<file path="config.mk">
export PLATFORM = sky130hd
export DESIGN_NAME = single_port_ram_arbiter
export DESIGN_NICKNAME = d
export VERILOG_FILES = /design/src/rtl/single_port_ram_arbiter.sv
export SDC_FILE = /design/constraint.sdc
export NUM_CORES = 1
export LEC_CHECK = 0
export CAP_MARGIN = 20
export CORE_MARGIN = 10
export CORE_UTILIZATION = 49
export CTS_CLUSTER_DIAMETER = 50
export DETAILED_ROUTE_END_ITERATION = 8
export DONT_BUFFER_PORTS = 1
export HOLD_SLACK_MARGIN = 0.1
export PLACE_DENSITY = 0.72
export SYNTH_ARGS = -nofsm -noshare
export SYNTH_HDL_FRONTEND = slang
export SYNTH_SLANG_ARGS = --single-unit
</file>
<file path="constraint.sdc">
create_clock -name clk -period 3.7 [get_ports clk]
set_clock_uncertainty 0.1 [all_clocks]
set_input_delay 0.37 -clock clk [delete_from_list [all_inputs] [get_ports clk]]
set_output_delay 0.37 -clock clk [all_outputs]
set_load 0.05 [all_outputs]
</file>
<file path="src/rtl/single_port_ram_arbiter.sv">
// Two-requester valid/ready arbiter serialising reads and writes onto one external single-port RAM.
// Define ARB_FIXED_PRIORITY_EN to make requester 0 win simultaneous requests (default: round-robin).
module single_port_ram_arbiter #(
  parameter int DATA_WIDTH = 8,
  parameter int ADDR_WIDTH = 4
) (
  input  logic                  clk,
  input  logic                  rst,
  input  logic                  req0_valid,
  input  logic                  req0_we,
  input  logic [ADDR_WIDTH-1:0] req0_addr,
  input  logic [DATA_WIDTH-1:0] req0_wdata,
  input  logic                  req1_valid,
  input  logic                  req1_we,
  input  logic [ADDR_WIDTH-1:0] req1_addr,
  input  logic [DATA_WIDTH-1:0] req1_wdata,
  output logic                  req0_ready,
  output logic                  req1_ready,
  output logic                  resp0_valid,
  output logic                  resp1_valid,
  output logic [DATA_WIDTH-1:0] resp0_rdata,
  output logic [DATA_WIDTH-1:0] resp1_rdata,
  output logic                  ram_en,
  output logic [ADDR_WIDTH-1:0] ram_addr,
  output logic [DATA_WIDTH-1:0] ram_wdata,
  input  logic [DATA_WIDTH-1:0] ram_rdata,
  output logic                  busy
);

  typedef enum logic [1:0] {IDLE, ACCESS, RESP} state_t;

  state_t                state_q, state_d;
  logic                  id_q, id_d;
  logic                  ram_en_q, ram_en_d;
  logic [ADDR_WIDTH-1:0] ram_addr_q, ram_addr_d;
  logic [DATA_WIDTH-1:0] ram_wdata_q, ram_wdata_d;
  logic                  resp0_valid_q, resp0_valid_d;
  logic                  resp1_valid_q, resp1_valid_d;
  logic [DATA_WIDTH-1:0] resp0_rdata_q, resp0_rdata_d;
  logic [DATA_WIDTH-1:0] resp1_rdata_q, resp1_rdata_d;
  logic                  gnt0, gnt1;

`ifdef ARB_FIXED_PRIORITY_EN
  always_comb begin
    gnt0 = 1'b0;
    gnt1 = 1'b0;
    if (state_q == IDLE) begin
      gnt0 = req0_valid;
      gnt1 = req1_valid && !req0_valid;
    end
  end
`else
  // last_grant_q == 1 means requester 0 has priority on the next tie.
  logic last_grant_q, last_grant_d;

  always_comb begin
    gnt0 = 1'b0;
    gnt1 = 1'b0;
    if (state_q == IDLE) begin
      if (req0_valid && req1_valid) begin
        gnt0 = last_grant_q;
        gnt1 = !last_grant_q;
      end else begin
        gnt0 = req0_valid;
        gnt1 = req1_valid;
      end
    end
  end

  always_comb begin
    last_grant_d = last_grant_q;
    if (gnt0 || gnt1) begin
      last_grant_d = gnt1;
    end
  end

  always_ff @(posedge clk) begin
    if (rst) begin
      last_grant_q <= 1'b1;
    end else begin
      last_grant_q <= last_grant_d;
    end
  end
`endif

  always_comb begin
    state_d       = state_q;
    id_d          = id_q;
    ram_en_d      = ram_en_q;
    ram_addr_d    = ram_addr_q;
    ram_wdata_d   = ram_wdata_q;
    resp0_valid_d = 1'b0;
    resp1_valid_d = 1'b0;
    resp0_rdata_d = resp0_rdata_q;
    resp1_rdata_d = resp1_rdata_q;
    case (state_q)
      IDLE: begin
        if (gnt0 || gnt1) begin
          id_d        = gnt1;
          ram_en_d    = gnt1 ? req1_we    : req0_we;
          ram_addr_d  = gnt1 ? req1_addr  : req0_addr;
          ram_wdata_d = gnt1 ? req1_wdata : req0_wdata;
          state_d     = ACCESS;
        end
      end
      ACCESS: begin
        // The RAM commits a write (or captures read data) on the edge closing this cycle.
        ram_en_d = 1'b0;
        if (ram_en_q) begin
          resp0_valid_d = !id_q;
          resp1_valid_d = id_q;
          state_d       = IDLE;
        end else begin
          state_d = RESP;
        end
      end
      RESP: begin
        if (id_q) begin
          resp1_valid_d = 1'b1;
          resp1_rdata_d = ram_rdata;
        end else begin
          resp0_valid_d = 1'b1;
          resp0_rdata_d = ram_rdata;
        end
        state_d = IDLE;
      end
      default: state_d = IDLE;
    endcase
  end

  always_ff @(posedge clk) begin
    if (rst) begin
      state_q       <= IDLE;
      id_q          <= 1'b0;
      ram_en_q      <= 1'b0;
      ram_addr_q    <= '0;
      ram_wdata_q   <= '0;
      resp0_valid_q <= 1'b0;
      resp1_valid_q <= 1'b0;
      resp0_rdata_q <= '0;
      resp1_rdata_q <= '0;
    end else begin
      state_q       <= state_d;
      id_q          <= id_d;
      ram_en_q      <= ram_en_d;
      ram_addr_q    <= ram_addr_d;
      ram_wdata_q   <= ram_wdata_d;
      resp0_valid_q <= resp0_valid_d;
      resp1_valid_q <= resp1_valid_d;
      resp0_rdata_q <= resp0_rdata_d;
      resp1_rdata_q <= resp1_rdata_d;
    end
  end

  assign req0_ready  = gnt0;
  assign req1_ready  = gnt1;
  assign resp0_valid = resp0_valid_q;
  assign resp1_valid = resp1_valid_q;
  assign resp0_rdata = resp0_rdata_q;
  assign resp1_rdata = resp1_rdata_q;
  assign ram_en      = ram_en_q;
  assign ram_addr    = ram_addr_q;
  assign ram_wdata   = ram_wdata_q;
  assign busy        = (state_q != IDLE);

endmodule

</file>
After elaboration in Yosys (flattened, before gate mapping)
Cells that the tools add are included.

storage, ports and cells
  input port bits = 38
  word-level logic and storage cells = 43
  flip-flop bits (word level) = 35
  output and inout bits = 34

cells by class
  eq/ne operators = 3
  reduce and logical (&&, ||, !) cells = 11
  bitwise operators = 1
  mux-type cells = 18

operators with widths
  cell                                                 count
  two-way mux 1 bit                                    10
  two-way mux 8 bit                                    1
  AND reduction 2 bit                                  4
  one-hot mux 1 bit (2 select lines)                   3
  two-way mux 2 bit                                    2
  two-way mux 4 bit                                    1
  one-hot mux 2 bit (2 select lines)                   1
  nonzero test 2 bit                                   2
  equality test 2 x 1 -> 1 bit, second input constant  1
  equality test 2 bit, second input constant           1
  logical NOT 1 bit                                    2
  logical NOT 2 bit                                    1
  != test 2 x 1 -> 1 bit, second input constant        1
  logical AND 1 bit                                    1
  logical OR 1 bit                                     1
  NOT 1 bit                                            1

Longest topological paths before layout
  word-level depth = 6
  mapped depth = 8
  depth with buffers taken out = 6

Least setup slack after synthesis
No wires, ideal clock.

  path kind = register to register
  from = register state_q[0]
  to = register id_q
  required time = 3.468 ns
  path slack = 1.679 ns
  data arrival time = 1.789 ns
  stages on the path, launching flop included = 8
  library setup time = 0.132 ns
  clock period less this slack = 2.021 ns
  cells stage by stage = dfxtp_1 > inv_1 > ha_1 > buf_6 > nand2_1 > a21oi_1 > nand2b_1 > a21oi_1

between the ends
  cells in the longest elaborated chain, start to end = 4
  elaborated cells on any way between the ends = 5
  classes of those cells = 2 x mux; 3 x reduce/logical

ends and longest elaborated chain
  item                                  line  text
  start, declared                       32    state_t state_q, state_d;
  start signal, assigned                143   state_q <= state_d;
  logical NOT 2 bit                     59    if (state_q == IDLE) begin
  two-way mux 1 bit                     59
  named net req0_ready                  17    output logic req0_ready,
  logical OR 1 bit                      98    if (gnt0 || gnt1) begin
  AND reduction 2 bit (no source line)  -
  end signal, assigned                  144   id_q <= id_d;
  end, declared                         33    logic id_q, id_d;

The timed path passes the listed nets, and every way through them passes these cells.
A chain may end at the register's enable or synchronous reset.

Worst setup path in the final report
  from = register state_q[1]
  to = output port req1_ready

between the ends
  cells in the longest elaborated chain, start to end = 2

ends and longest elaborated chain
  item               line  text
  logical NOT 2 bit  59
  two-way mux 1 bit  59
  end, declared      18    output logic req1_ready,

Every way passes these cells.

==> flow_summary.ini <==
[run_status]
status = finished clean

[detailed_routing]
firstDrtPassIters = 4
vias_per_cell = 5.498
drc = 0
drt_iter0_drc = 45
wl_per_cell_um = 17.65
ant_nets = 0
vias = 1160
routed_wl_um = 3725

[sta]
slew_headroom_pct = 60.36
hold_viol_final = 0
setup_tns_ns = 0
setup-violations-final = 0
slew_viol_final = 0
post-route-min-period_ns = 2.359
max_freq_mhz = 423.9
fin_ws_ns = 1.341
period_share_pct = 63.76
worst_slew_pin_slew_ns = 0.5939
rsz0062_at_grt = no

[setup_path]
cp_max_fo = 15
path_common_cell = inv_1
cp-start-kind = flop
end_kind = primary output
crit_chain = inv_1 -> ha_1 -> nand3_4 -> inv_1
cp_data_arrival_time_ns = 1.89
crit_path_top_delay_cell = inv_1
cp.required_ns = 3.23
critical-path-top-delay-family = buffers and inverters
cp_num_buf_inv = 2
crit_type = flop to primary output
cpPeakStageDelay_ns = 0.43

[clocking]
cts-resized-gates = 0
cts_tree = yes
clkTransAtPathRegs_ns = 0.11
clk_path_buf_depth = 2
post_cts_buffers = 0
insertion_delay_ns = 0.33
clock-sinks = 35
cts_root_buffer = clkbuf_4
numCtsBuffers = 5
htreeDepth = 2

[yosys]
synth_warnings = 0
avgSynthCellArea_um2 = 9.572
netlist_top_cells_area = dfxtp_1 (46%), mux2i_1 (14%), a211oi_1 (5.9%), nor2_1 (5.1%), a21oi_1 (4.6%)
synth_top_family_by_area = simple AND/OR/NAND/NOR gates
synth_fp_nets = 203
ys_types = 28
async_reset_ff_share_pct = 0
yosys.area.top_type = dfxtp_1
synth_top_area_share_pct = 45.75
synth-xor-area-share_pct = 0
synthMuxAreaShare_pct = 13.73
ys_seq_area_share_pct = 45.75
syn_inst = 160
synth_seq_cells = 35
ys_top_cells_by_count = dfxtp_1 (35), mux2i_1 (21), nor2_1 (21), a21oi_1 (14)
synth_compound_area_share_pct = 12.66
netlist_area_mm2 = 0.001531
synth_edf_count = 0
synthAdderAreaFrac_pct = 4.085
synth-simple-area-share_pct = 16.42
synthFlopType = dfxtp_1
yosysMostFrequentCell = dfxtp_1

[pwr]
ir_worst_vdd_mv = 0.3770
seqPwrFrac_pct = 54.5
netSwitchingPower_mw = 0.6552
power_frac_clock_pct = 17.2
p_int_mw = 0.7059
p_sw_share_pct = 48.14
p_per_area_mw_per_mm2 = 813.7
pwr-share-comb_pct = 28.3
p_leak_nw = 0.7416

[die]
coreArea_mm2 = 0.003028
design.die.area_mm2 = 0.005762
die_y_um = 75.91
die_w_um = 75.91
num_rows = 20
start_util_pct = 50.58
io_pins = 72

[global_route]
grt_pass1_wl_um = 6147
antenna_found_initial = 0
grt_max_degree = 36
grt_pass1_vias = 1227
grt_overflow = 0
grt_usage_pct = 12.85

[hold_path]
hp-class = primary input to flop

[cells_and_area]
diodes = 0
area_growth_pct = 9.232
drive_above_1_share_pct = 7.784
layout.nets = 209

[job]
maxCapViolCount = 0

[place]
gp_congestion = 0.6820
place_ws_ns = 1.672
port_buffers = 0
dp_hpwl_um = 2806
-- cells in the final DEF, fill, tap and decap left out, types with 2 or more instances in the layout --
cell | synthesis | routed
clkbuf_8 | 0 | 2
mux2i_1 | 21 | 21
a211oi_1 | 12 | 12
clkbuf_4 | 1 | 5
inv_1 | 5 | 5
dlygate4sd3_1 | 0 | 8
nand2_1 | 12 | 12
nor2_1 | 21 | 21
a21oi_1 | 14 | 14
nand2b_1 | 2 | 2
ha_1 | 5 | 5
dfxtp_1 | 35 | 35
nand3_1 | 11 | 11
-- power groups by stage --
| stage | Sequential, mW | Combinational, mW | Clock (mW) |
|---|---|---|---|
| 4_1_cts | 0.746 | 0.389 | 0.240 |
| 2_1_floorplan | 0.725 | 0.372 | 0 |
| 5_1_grt | 0.756 | 0.436 | 0.262 |
| 3_5_place_dp | 0.755 | 0.371 | 0 |
| 3_3_place_gp | 0.750 | 0.356 | 0 |
| 6_report | 0.742 | 0.385 | 0.234 |
-- cell families after synthesis --
logic type	Yosys count
adders and majority gates	5
buffers and inverters	17
DFF	35
and+or+nand+nor	52
AOI/OAI and AO/OA	30
muxes	21
-- layer usage --
layer	track usage (%)	vias up	wire (um)
li1	-	577	-
met1	13.21	523	1457
met2	19.98	56	1699
met3	9.906	4	537
met4	3.409	0	30
met5	0	-	0
-- final timing paths --
kind / from / to / slack, ns / depth (start not counted)
worst max-delay path: state_q[1]$_SDFFE_PP0P_ / req1_ready / 1.34 / 4
worst min-delay path: rst / ram_en$_SDFFE_PP0P_ / 0.11 / 2
worst max register to register: state_q[1]$_SDFFE_PP0P_ / ram_addr[2]$_SDFFE_PP0P_ / 1.65 / 6
worst min register to register: state_q[1]$_SDFFE_PP0P_ / state_q[1]$_SDFFE_PP0P_ / 0.40 / 2
-- per-stage QoR --
step	instances	area, um2	hold WS (ns)	utilization, %	power [mW]
6_report	211	1673	0.1148	55.25	1.361
5_1_grt	211	1673	0.1130	55.25	1.453
4_1_cts	211	1673	0.1020	55.25	1.375
3_5_place_dp	194	1504	0.3460	49.67	1.126
3_3_place_gp	194	1504	0.3456	49.67	1.106
2_1_floorplan	160	1531	0.3602	-	1.097
-- flip-flops by register name (all words and copies together) (netlist names), 2 cells and up --
| name | count |
|---|---|
| ram_wdata | 8 |
| resp0_rdata | 8 |
| resp1_rdata | 8 |
| ram_addr | 4 |
| state_q | 2 |
-- layout make-up --
| type | instances | area (um2) |
|---|---|---|
| Fill cell | 275 | 1355 |
| Multi-Input combinational cell | 108 | 718.2 |
| Sequential cell | 35 | 700.7 |
| Timing Repair Buffer | 10 | 107.6 |
| Clock buffer | 8 | 68.82 |
| Tap cell | 44 | 55.05 |
| Inverter | 6 | 22.52 |
-- worst reg2reg max path, cell delays in order (launching register included) --
cell	delay [ns]
dfxtp_1	0.34
inv_1	0.13
ha_1	0.36
inv_2	0.22
nor2_4	0.47
nor2_1	0.10
a211oi_1	0.24
-- timing repair --
item / 4_1_cts / 5_1_grt
hold buffers: 9 / 0
endpoints found under the hold margin: 35 / 0
setup endpoints to repair: 0 / 0
(Power assumes the default switching activity.)
